File: config.mk
export PLATFORM = sky130hd
export DESIGN_NAME = ccff_chain_loader_flat
export DESIGN_NICKNAME = d
export VERILOG_FILES = /design/src/rtl/ccff_ctrl_pkg.sv /design/src/rtl/ccff_chain_loader_if.sv /design/src/rtl/ccff_word_serializer.sv /design/src/rtl/ccff_chain_loader.sv /design/src/flat_wrapper.sv
export SDC_FILE = /design/constraint.sdc
export NUM_CORES = 1
export LEC_CHECK = 0
export ABC_AREA = 1
export CAP_MARGIN = 20
export CORE_MARGIN = 2
export CORE_UTILIZATION = 35
export CTS_BUF_LIST = sky130_fd_sc_hd__clkbuf_8
export DETAILED_ROUTE_END_ITERATION = 7
export SLEW_MARGIN = 20
export SYNTH_ARGS = -nofsm -noshare
export SYNTH_HDL_FRONTEND = slang
export SYNTH_SLANG_ARGS = --single-unit
File: constraint.sdc
create_clock -name prog_clk -period 2.44 [get_ports prog_clk]
set_input_delay 0.488 -clock prog_clk [delete_from_list [all_inputs] [get_ports prog_clk]]
set_output_delay 0.488 -clock prog_clk [all_outputs]
set_load 0.02 [all_outputs]
File: src/rtl/ccff_ctrl_pkg.sv
// Shared types and defaults for the configuration-chain programming controller.
package ccff_ctrl_pkg;
  typedef enum logic [2:0] {IDLE, LOAD, VERIFY, DONE, FAIL} state_t;
  localparam int DEF_CHAIN_LEN = 1024;
  localparam int DEF_WORD_W    = 8;
endpackage

File: src/rtl/ccff_chain_loader_if.sv
// Bitstream word stream (valid/ready) from the host into the chain loader.
interface ccff_chain_loader_if #(parameter int WORD_W = 8);
  logic [WORD_W-1:0] s_data;
  logic              s_valid;
  logic              s_ready;
  modport master (output s_data, s_valid, input s_ready);
  modport slave  (input s_data, s_valid, output s_ready);
endinterface

File: src/rtl/ccff_word_serializer.sv
// One-word buffer that feeds ccff_head LSB-first and gates the chain clock enable.
module ccff_word_serializer #(
  parameter int WORD_W = 8
) (
  input  logic              clk,
  input  logic              rst,
  input  logic              active,
  input  logic              at_last_bit,
  input  logic              final_pass,
  input  logic [WORD_W-1:0] s_data,
  input  logic              s_valid,
  output logic              s_ready,
  output logic              shift,
  output logic              head
);
  localparam int IDX_W = (WORD_W > 1) ? $clog2(WORD_W) : 1;

  logic [WORD_W-1:0] buf_q;
  logic              buf_vld;
  logic [IDX_W-1:0]  idx;
  logic              head_q;
  logic              pass_end, word_end, take;

  assign shift    = active & buf_vld;
  assign pass_end = shift & at_last_bit;
  // A pass end discards whatever is left of the current word.
  assign word_end = shift & ((idx == IDX_W'(WORD_W-1)) | at_last_bit);
  // No refill on the last shift of the whole load: the controller leaves busy next edge.
  assign s_ready  = active & (~buf_vld | word_end) & ~(pass_end & final_pass);
  assign take     = s_valid & s_ready;
  assign head     = buf_vld ? buf_q[idx] : head_q;

  always_ff @(posedge clk or posedge rst) begin
    if (rst) begin
      buf_q   <= '0;
      buf_vld <= 1'b0;
      idx     <= '0;
      head_q  <= 1'b0;
    end else begin
      if (shift) head_q <= buf_q[idx];
      if (!active) begin
        buf_vld <= 1'b0;
        idx     <= '0;
      end else if (take) begin
        buf_q   <= s_data;
        buf_vld <= 1'b1;
        idx     <= '0;
      end else if (word_end) begin
        buf_vld <= 1'b0;
        idx     <= '0;
      end else if (shift) begin
        idx <= idx + IDX_W'(1);
      end
    end
  end
endmodule

File: src/rtl/ccff_chain_loader.sv
// Fabric configuration-chain loader: serializes the bitstream, optionally verifies, releases IO isolation.
module ccff_chain_loader
  import ccff_ctrl_pkg::*;
#(
  parameter int CHAIN_LEN = DEF_CHAIN_LEN,
  parameter int WORD_W    = DEF_WORD_W,
  parameter int CNT_W     = $clog2(CHAIN_LEN + 1)
) (
  input  logic             prog_clk,
  input  logic             prog_reset,
  input  logic             start,
  input  logic             verify_en,
  ccff_chain_loader_if.slave bus,
  output logic             ccff_head,
  output logic             ccff_clk_en,
  input  logic             ccff_tail,
  output logic             IO_ISOL_N,
  output logic             busy,
  output logic             done,
  output logic             error,
  output logic [CNT_W-1:0] mismatch_cnt
);
  state_t           state_q, state_d;
  logic             verify_q, done_q, error_q, iso_n_q;
  logic [CNT_W-1:0] bit_cnt, mis_q;
  logic             shift, at_last_bit, pass_end, final_pass, miss, enter_load;

  assign busy        = (state_q == LOAD) | (state_q == VERIFY);
  assign at_last_bit = (bit_cnt == CNT_W'(CHAIN_LEN - 1));
  assign pass_end    = shift & at_last_bit;
  assign final_pass  = (state_q == VERIFY) | ((state_q == LOAD) & ~verify_q);
  // ccff_tail is the pre-edge output of the last flop, aligned with the bit now on ccff_head.
  assign miss        = (state_q == VERIFY) & shift & (ccff_tail != ccff_head);
  assign enter_load  = (state_d == LOAD) & (state_q != LOAD);

  assign ccff_clk_en  = shift;
  assign IO_ISOL_N    = iso_n_q;
  assign done         = done_q;
  assign error        = error_q;
  assign mismatch_cnt = mis_q;

  ccff_word_serializer #(.WORD_W(WORD_W)) u_ser (
    .clk        (prog_clk),
    .rst        (prog_reset),
    .active     (busy),
    .at_last_bit(at_last_bit),
    .final_pass (final_pass),
    .s_data     (bus.s_data),
    .s_valid    (bus.s_valid),
    .s_ready    (bus.s_ready),
    .shift      (shift),
    .head       (ccff_head)
  );

  always_ff @(posedge prog_clk or posedge prog_reset) begin
    if (prog_reset) state_q <= IDLE;
    else            state_q <= state_d;
  end

  always_comb begin
    state_d = state_q;
    case (state_q)
      IDLE, DONE, FAIL: if (start) state_d = LOAD;
      LOAD:             if (pass_end) state_d = verify_q ? VERIFY : DONE;
      VERIFY:           if (pass_end) state_d = ((mis_q == '0) && !miss) ? DONE : FAIL;
      default:          state_d = IDLE;
    endcase
  end

  always_ff @(posedge prog_clk or posedge prog_reset) begin
    if (prog_reset) begin
      verify_q <= 1'b0;
      done_q   <= 1'b0;
      error_q  <= 1'b0;
      iso_n_q  <= 1'b0;
      bit_cnt  <= '0;
      mis_q    <= '0;
    end else if (enter_load) begin
      verify_q <= verify_en;
      done_q   <= 1'b0;
      error_q  <= 1'b0;
      iso_n_q  <= 1'b0;
      bit_cnt  <= '0;
      mis_q    <= '0;
    end else begin
      if (pass_end)   bit_cnt <= '0;
      else if (shift) bit_cnt <= bit_cnt + CNT_W'(1);
      if (miss && (mis_q != '1)) mis_q <= mis_q + CNT_W'(1);
      if ((state_d == DONE) && (state_q != DONE)) begin
        done_q  <= 1'b1;
        iso_n_q <= 1'b1;
      end
      if ((state_d == FAIL) && (state_q != FAIL)) error_q <= 1'b1;
    end
  end
endmodule

File: src/flat_wrapper.sv
// flat-port wrapper written by rule: the top's interface ports become plain ports
module ccff_chain_loader_flat import ccff_ctrl_pkg::*;
#(
  parameter int CHAIN_LEN = DEF_CHAIN_LEN,
  parameter int WORD_W    = DEF_WORD_W,
  parameter int CNT_W     = $clog2(CHAIN_LEN + 1)
)
  (prog_clk, prog_reset, start, verify_en, ccff_head, ccff_clk_en, ccff_tail, IO_ISOL_N, busy, done, error, mismatch_cnt, bus_s_data, bus_s_valid, bus_s_ready);
  ccff_chain_loader_if #(.WORD_W(WORD_W)) bus_i ();
  input  logic prog_clk;
  input  logic prog_reset;
  input  logic start;
  input  logic verify_en;
  output logic ccff_head;
  output logic ccff_clk_en;
  input  logic ccff_tail;
  output logic IO_ISOL_N;
  output logic busy;
  output logic done;
  output logic error;
  output logic [CNT_W-1:0] mismatch_cnt;
  input wire logic [$bits(bus_i.s_data)-1:0] bus_s_data;
  input wire logic [$bits(bus_i.s_valid)-1:0] bus_s_valid;
  output wire logic [$bits(bus_i.s_ready)-1:0] bus_s_ready;
  assign bus_i.s_data = bus_s_data;
  assign bus_i.s_valid = bus_s_valid;
  assign bus_s_ready = bus_i.s_ready;
  ccff_chain_loader #(.CHAIN_LEN(CHAIN_LEN), .WORD_W(WORD_W), .CNT_W(CNT_W)) u_core (.prog_clk(prog_clk), .prog_reset(prog_reset), .start(start), .verify_en(verify_en), .bus(bus_i), .ccff_head(ccff_head), .ccff_clk_en(ccff_clk_en), .ccff_tail(ccff_tail), .IO_ISOL_N(IO_ISOL_N), .busy(busy), .done(done), .error(error), .mismatch_cnt(mismatch_cnt));
endmodule
# ---- After elaboration in Yosys (flattened, before gate mapping)
# Cells that the tools add are included.
dict set report word_totals {
  ff_bits 41
  out_inout_bits 18
  wordCells 86
}
dict set report op_classes {
  n_reduce_logical 13
  muxes 25
  n_bitwise 18
  n_eq_ne 16
  n_addsub 3
  n_lt_le_gt_ge 1
}
# cell n
set op_table {}
lappend op_table {{11-bit two-way mux} 5}
lappend op_table {{3-bit two-way mux} 8}
lappend op_table {{11-bit by 1-bit adder with 11-bit output (second input constant)} 2}
lappend op_table {{1-bit AND} 11}
lappend op_table {{11-bit by 10-bit equality test with 1-bit output (second input constant)} 1}
lappend op_table {{11-bit zero test} 1}
lappend op_table {{11-bit inequality test (second input constant)} 1}
lappend op_table {{1-bit two-way mux} 10}
lappend op_table {{3-bit by 2-bit equality test with 1-bit output (second input constant)} 3}
lappend op_table {{3-bit equality test (second input constant)} 3}
lappend op_table {{3-bit case mux with 3 select lines} 1}
lappend op_table {{3-bit by 1-bit equality test with 1-bit output (second input constant)} 2}
lappend op_table {{3-bit by 1-bit inequality test with 1-bit output (second input constant)} 2}
lappend op_table {{2-bit nonzero test} 3}
lappend op_table {{1-bit logical AND} 4}
lappend op_table {{3-bit by 4-bit less-than comparator with 1-bit output (second input constant)} 1}
lappend op_table {{4-bit by 1-bit inequality test with 1-bit output (second input constant)} 1}
lappend op_table {{1-bit OR} 4}
lappend op_table {{3-bit by 1-bit adder with 3-bit output (second input constant)} 1}
lappend op_table {{1-bit binary-select mux with 3-bit select} 1}
lappend op_table {{3-bit zero test} 1}
lappend op_table {{3-bit by 2-bit inequality test with 1-bit output (second input constant)} 1}
lappend op_table {{3-bit inequality test (second input constant)} 1}
lappend op_table {{1-bit inverter} 3}
lappend op_table {{5 further kinds} 5}

# ---- Longest topological paths before layout
dict set report depth {
  word_depth 14
  ltp_mapped 17
}

# ---- By module
# Synthesis repeated with hierarchy kept, for this count alone.
dict set report unflattened {
  cells_unflattened 349
  hier_area_um2 2537.4
}
# module cells_per_inst area_each_um2 n_inst seq_area_each_um2
set modules_own_cells {}
lappend modules_own_cells {ccff_chain_loader 254 1826.8 1 700.7}
lappend modules_own_cells {ccff_word_serializer 95 710.7 1 325.3}

# ---- Worst setup path after synthesis
# No wires, ideal clock.
dict set report synth_timing {
  path_type {register -> register}
  from {register u_core.state_q[2]}
  to {register u_core.u_ser.buf_q[5]}
  setup_time_ps 123
  arrival_time_ps 1934
  path_slack_ps 383
  period_less_slack_ps 2057
  stages_incl_launch_ff 15
  required_time_ps 2317
  cell_sequence {dfrtp_1 -> inv_2 -> nand3_2 -> nand2_4 -> nand2_4 -> buf_6 -> inv_1 -> o21ai_1 -> nand2_1 -> nand2_1 -> a21oi_2 -> nand2_2 -> buf_2 -> nor2_1 -> a21oi_1}
}
dict set report synth_between {
  elab_chain_cells 9
  elab_cells_between_ends 15
  cone_classes {2 x eq/ne; 12 x bitwise; 1 x reduce/logical}
}
# item line_no
set synth_rtl {}
lappend synth_rtl {{start, declared} ccff_chain_loader.sv:23} ;# state_t state_q, state_d;
lappend synth_rtl {{start signal, assigned} ccff_chain_loader.sv:57} ;# else state_q <= state_d;
lappend synth_rtl {{3-bit by 1-bit equality test with 1-bit output or 3-bit by 2-bit equality test with 1-bit output (tied branches)} ccff_chain_loader.sv:28} ;# assign busy = (state_q == LOAD) | (state_q == VERIFY);
lappend synth_rtl {{1-bit OR *} ccff_chain_loader.sv:28}
lappend synth_rtl {{named net busy} flat_wrapper.sv:18} ;# output logic busy;
lappend synth_rtl {{1-bit AND} ccff_word_serializer.sv:24} ;# assign shift = active & buf_vld;
lappend synth_rtl {{1-bit AND (on tied branches)} {ccff_word_serializer.sv:27, ccff_word_serializer.sv:25}}
lappend synth_rtl {{1-bit OR or 1-bit AND (tied branches)} ccff_word_serializer.sv:29} ;# assign s_ready = active & (~buf_vld | word_end) & ~(pass_end & final_pass);
lappend synth_rtl {{1-bit AND or 1-bit inverter (tied branches)} ccff_word_serializer.sv:29}
lappend synth_rtl {{1-bit AND *} ccff_word_serializer.sv:29}
lappend synth_rtl {{named net bus_s_ready} flat_wrapper.sv:24} ;# output wire logic [$bits(bus_i.s_ready)-1:0] bus_s_ready;
lappend synth_rtl {{1-bit AND *} ccff_word_serializer.sv:30} ;# assign take = s_valid & s_ready;
lappend synth_rtl {{2-bit AND reduction (no line) *} -}
lappend synth_rtl {{end signal, assigned} ccff_word_serializer.sv:45} ;# buf_q <= s_data;
lappend synth_rtl {{end, declared} ccff_word_serializer.sv:18} ;# logic [WORD_W-1:0] buf_q;
# The timed path passes the listed nets; every way through them passes the cells marked *.
# A chain may end at the register's enable or synchronous reset.

# ---- Worst setup path in the final report
dict set report layout_timing {
  from {register u_core.u_ser.idx[0]}
  to {output port ccff_head}
}
dict set report layout_between {
  elab_chain_cells 3
}
# item line_no
set layout_rtl {}
lappend layout_rtl {{start, declared} ccff_word_serializer.sv:20} ;# logic [IDX_W-1:0] idx;
lappend layout_rtl {{start signal, assigned} ccff_word_serializer.sv:52} ;# idx <= idx + IDX_W'(1);
lappend layout_rtl {{1-bit binary-select mux with 3-bit select} ccff_word_serializer.sv:31} ;# assign head = buf_vld ? buf_q[idx] : head_q;
lappend layout_rtl {{1-bit two-way mux (not written as such)} ccff_word_serializer.sv:31}
lappend layout_rtl {{1-bit two-way mux} ccff_word_serializer.sv:31}
lappend layout_rtl {{end, declared} flat_wrapper.sv:14} ;# output logic ccff_head;
# Every way passes these cells. The select of a mux whose other input is x is not followed.

==> metrics <==
status completed; vias in the first global route 1927; DRT Wirelength 5.05 mm; initial core utilization 35.8%; core area 0.00676 mm^2; Max-Slew Margin vs Limit 64.7%; R2R Setup Slk 0.24 ns; fin util 43.9%; Die W 87.2 um; Mapped Nets 342; Post-Syn Area 0.00242 mm^2; clock transition at the registers of the reported paths 0.08 ns; PortBufs 31; met3 WL 191 um; Required @ worst endpoint 1.95 ns; Critical Path Slowest Stage Cell clkdlybuf4s50_1; final setup fails 0; final setup TNS 0 ns; Die ar. 0.00760 mm^2; Post-synth EDFFs 0; drt drc 0; fin cells 446; hold path endpoint u_core.error; hold path depth 2; Ys Warns 0; Peak supply drop 333 uV; Worst R2R Start u_core.bit_cnt[0]; multi-input logic area 0.00109 mm^2; Skew-Pair Late Insertion Delay 0.29 ns; Fill cells 709; Power Density 884 mW/mm^2; largest net degree at the start of global routing 42; final hold viol count 0; Final Skew 0.00793 ns; flop and latch count out of synthesis 41; Max FO, Critical Path 6; initial antenna violation count 0; gpl congestion 0.851; share of flip-flops with an asynchronous set or reset 100%; die height 87.2 um; met2 wire len 2.33 mm; dpl hpwl 3.75 mm; hold-fix buffers at CTS 0; WL/cell 11.3 um; Clock Tree Buf Depth 2; top routing layer used met4; Overflow after GRT 0; top_reg_cell synth dfrtp_1; vias per cell 4.70; fin crit share 94.9%; register area share after synthesis 42.4%; Post-Place Cells 439; Via Count 2097; slowest stage delay, CP 0.60 ns; root buffer cell clkbuf_8; Seq. cell area 0.00103 mm^2; pre-CTS setup slack -0.00630 ns; total global routing track utilization 14.4%; Area Overhead vs Synth 22.6%; Startpoint Class flip-flop; proportion of layout cells with a drive suffix above 1 13.4%; diode count 0; Mapped Avg Cell Area 7.49 um^2; wire length on met1 2.44 mm; Final ANT Viol Nets 0; Max Cap Viol 0; nets 385; Crit Path Category flip-flop to output port; CTS buffer count 5; worst setup slack after layout 0.124 ns; RSZ-0062 raised after global routing true; number of H-tree levels 2; CP startpoint u_core.u_ser.idx[0]; r2r worst-path depth 16; Final Max Slew Viols 0; CP Cell Sequence inv_2 -> nand2_1 -> nand3_1 -> nand3_1 -> nand3_1 -> nand2_1 -> clkdlybuf4s50_1; Final min period 2.32 ns; TritonCTS clock tree done; worst slew pin tran 0.529 ns; 1st-iter DRT viols 85; Hold Startpoint u_core.error; Pleak 1.58 nW; FF-to-FF End u_core.bit_cnt[4]; Max Fclk 432 MHz; Worst path most repeated cell nand3_1; count of different cell masters after synthesis 31; IO Pins 32; crit path DAT 1.83 ns; TritonCTS Sinks 41; CP Capture Type output port; first-pass GRT wire length 8.58 mm; row cnt 30; router iterations before antenna repair 4; Setup Fix Bufs, Post-CTS 0; Min-Delay Path Class flip-flop to flip-flop; Syn Inst Count 323
power breakdown:
group	switching [mW]	total (mW)	internal (mW)
combinational	0.780	1.27	0.492
clock	0.218	0.438	0.220
sequential	0.0931	0.914	0.820
final cells by class:
class,count,area share (%)
Sequential cell,41,34.6
Clock inverter,1,0.127
Clock buffer,6,2.78
Inverter,69,8.73
Multi-Input combinational cell,207,36.8
Tap cell,80,3.37
Timing Repair Buffer,42,13.5
cell families after synthesis:
| family | share of synthesized area, % |
|---|---|
| compound gates | 6.62 |
| flops | 42.4 |
| fa+ha+maj | 2.59 |
| simple gates | 33.8 |
| xor+xnor | 1.81 |
| buf+inv | 12.8 |
metrics by stage:
| step | power [mW] | cell area (um^2) | hold WS (ns) |
|---|---|---|---|
| floorplan | 1.83 | 2420 | 0.464 |
| global placement | 2.21 | 2880 | 0.489 |
| detailed placement | 2.22 | 2880 | 0.493 |
| CTS | 2.66 | 2960 | 0.511 |
| global route | 2.84 | 2970 | 0.539 |
| finish | 2.62 | 2970 | 0.508 |
cells in the final DEF, fill, tap and decap left out, types with 2 or more instances in the layout:
cell type and n:
xor2_1 3, ha_1 4, nor2_4 3, nand3_4 2, nor2_1 28, nor2_2 2
nand3_1 33, nor3_1 6, or2_2 2, nand2_1 71, inv_2 9, inv_1 61
clkbuf_8 6, buf_4 11, nand3_2 7, a21oi_1 9, clkdlybuf4s50_1 29, xnor2_1 2
nand2_4 2, dfrtp_1 40, nand4_1 8, o21ai_0 16
synthesized netlist by cell type, types with 2 or more instances:
library cell | count | area (um^2)
nand3_4 | 2 | 35.0
nand2_4 | 2 | 22.5
nor2_4 | 2 | 22.5
xnor2_1 | 2 | 17.5
or2_2 | 2 | 12.5
nand3_1 | 33 | 165
buf_6 | 3 | 33.8
ha_1 | 5 | 62.6
nor3_1 | 6 | 30.0
a21oi_1 | 9 | 45.0
nand3_2 | 7 | 70.1
inv_1 | 60 | 225
nand4_1 | 8 | 50.1
inv_2 | 9 | 33.8
xor2_1 | 3 | 26.3
nand2_1 | 71 | 267
nor2_2 | 3 | 18.8
o21ai_0 | 16 | 80.1
dfrtp_1 | 41 | 1030
nor2_1 | 28 | 105
worst max-delay path by stage:
stage,to,slack (ns),depth (start not counted)
finish,ccff_head,0.12,7
floorplan,u_core.u_ser.buf_q[5],0.38,14
CTS,bus_s_ready,0.01,10
global route,bus_s_ready,-0.03,10
detailed placement,bus_s_ready,-0.006,10
global placement,bus_s_ready,0.02,10
critical path: cells and delay by family (launching register included):
kind,cells,cell delay (ns)
buffers and inverters,2,0.67
and+or+nand+nor,5,0.45
DFF,1,0.42
routing by layer:
layer | GRT usage, % | up-vias
met5 | 0 | -
met3 | 2.94 | 7
met2 | 23.6 | 31
li1 | - | 1091
met4 | 5.45 | 0
met1 | 18.8 | 968
state kept, by name, summed over array words and instances (netlist names), 3 cells and up:
name / cells
u_core.u_ser.idx: 3
u_core.bit_cnt: 11
u_core.mismatch_cnt: 11
u_core.u_ser.buf_q: 8
u_core.state_q: 3
timing repair:
| action | in CTS | in global routing |
|---|---|---|
| pin swaps | 0 | 0 |
| gates resized for setup | 4 | 5 |
| setup endpoints to repair | 2 | 4 |
No activity file was read; power rests on OpenSTA's default activity.
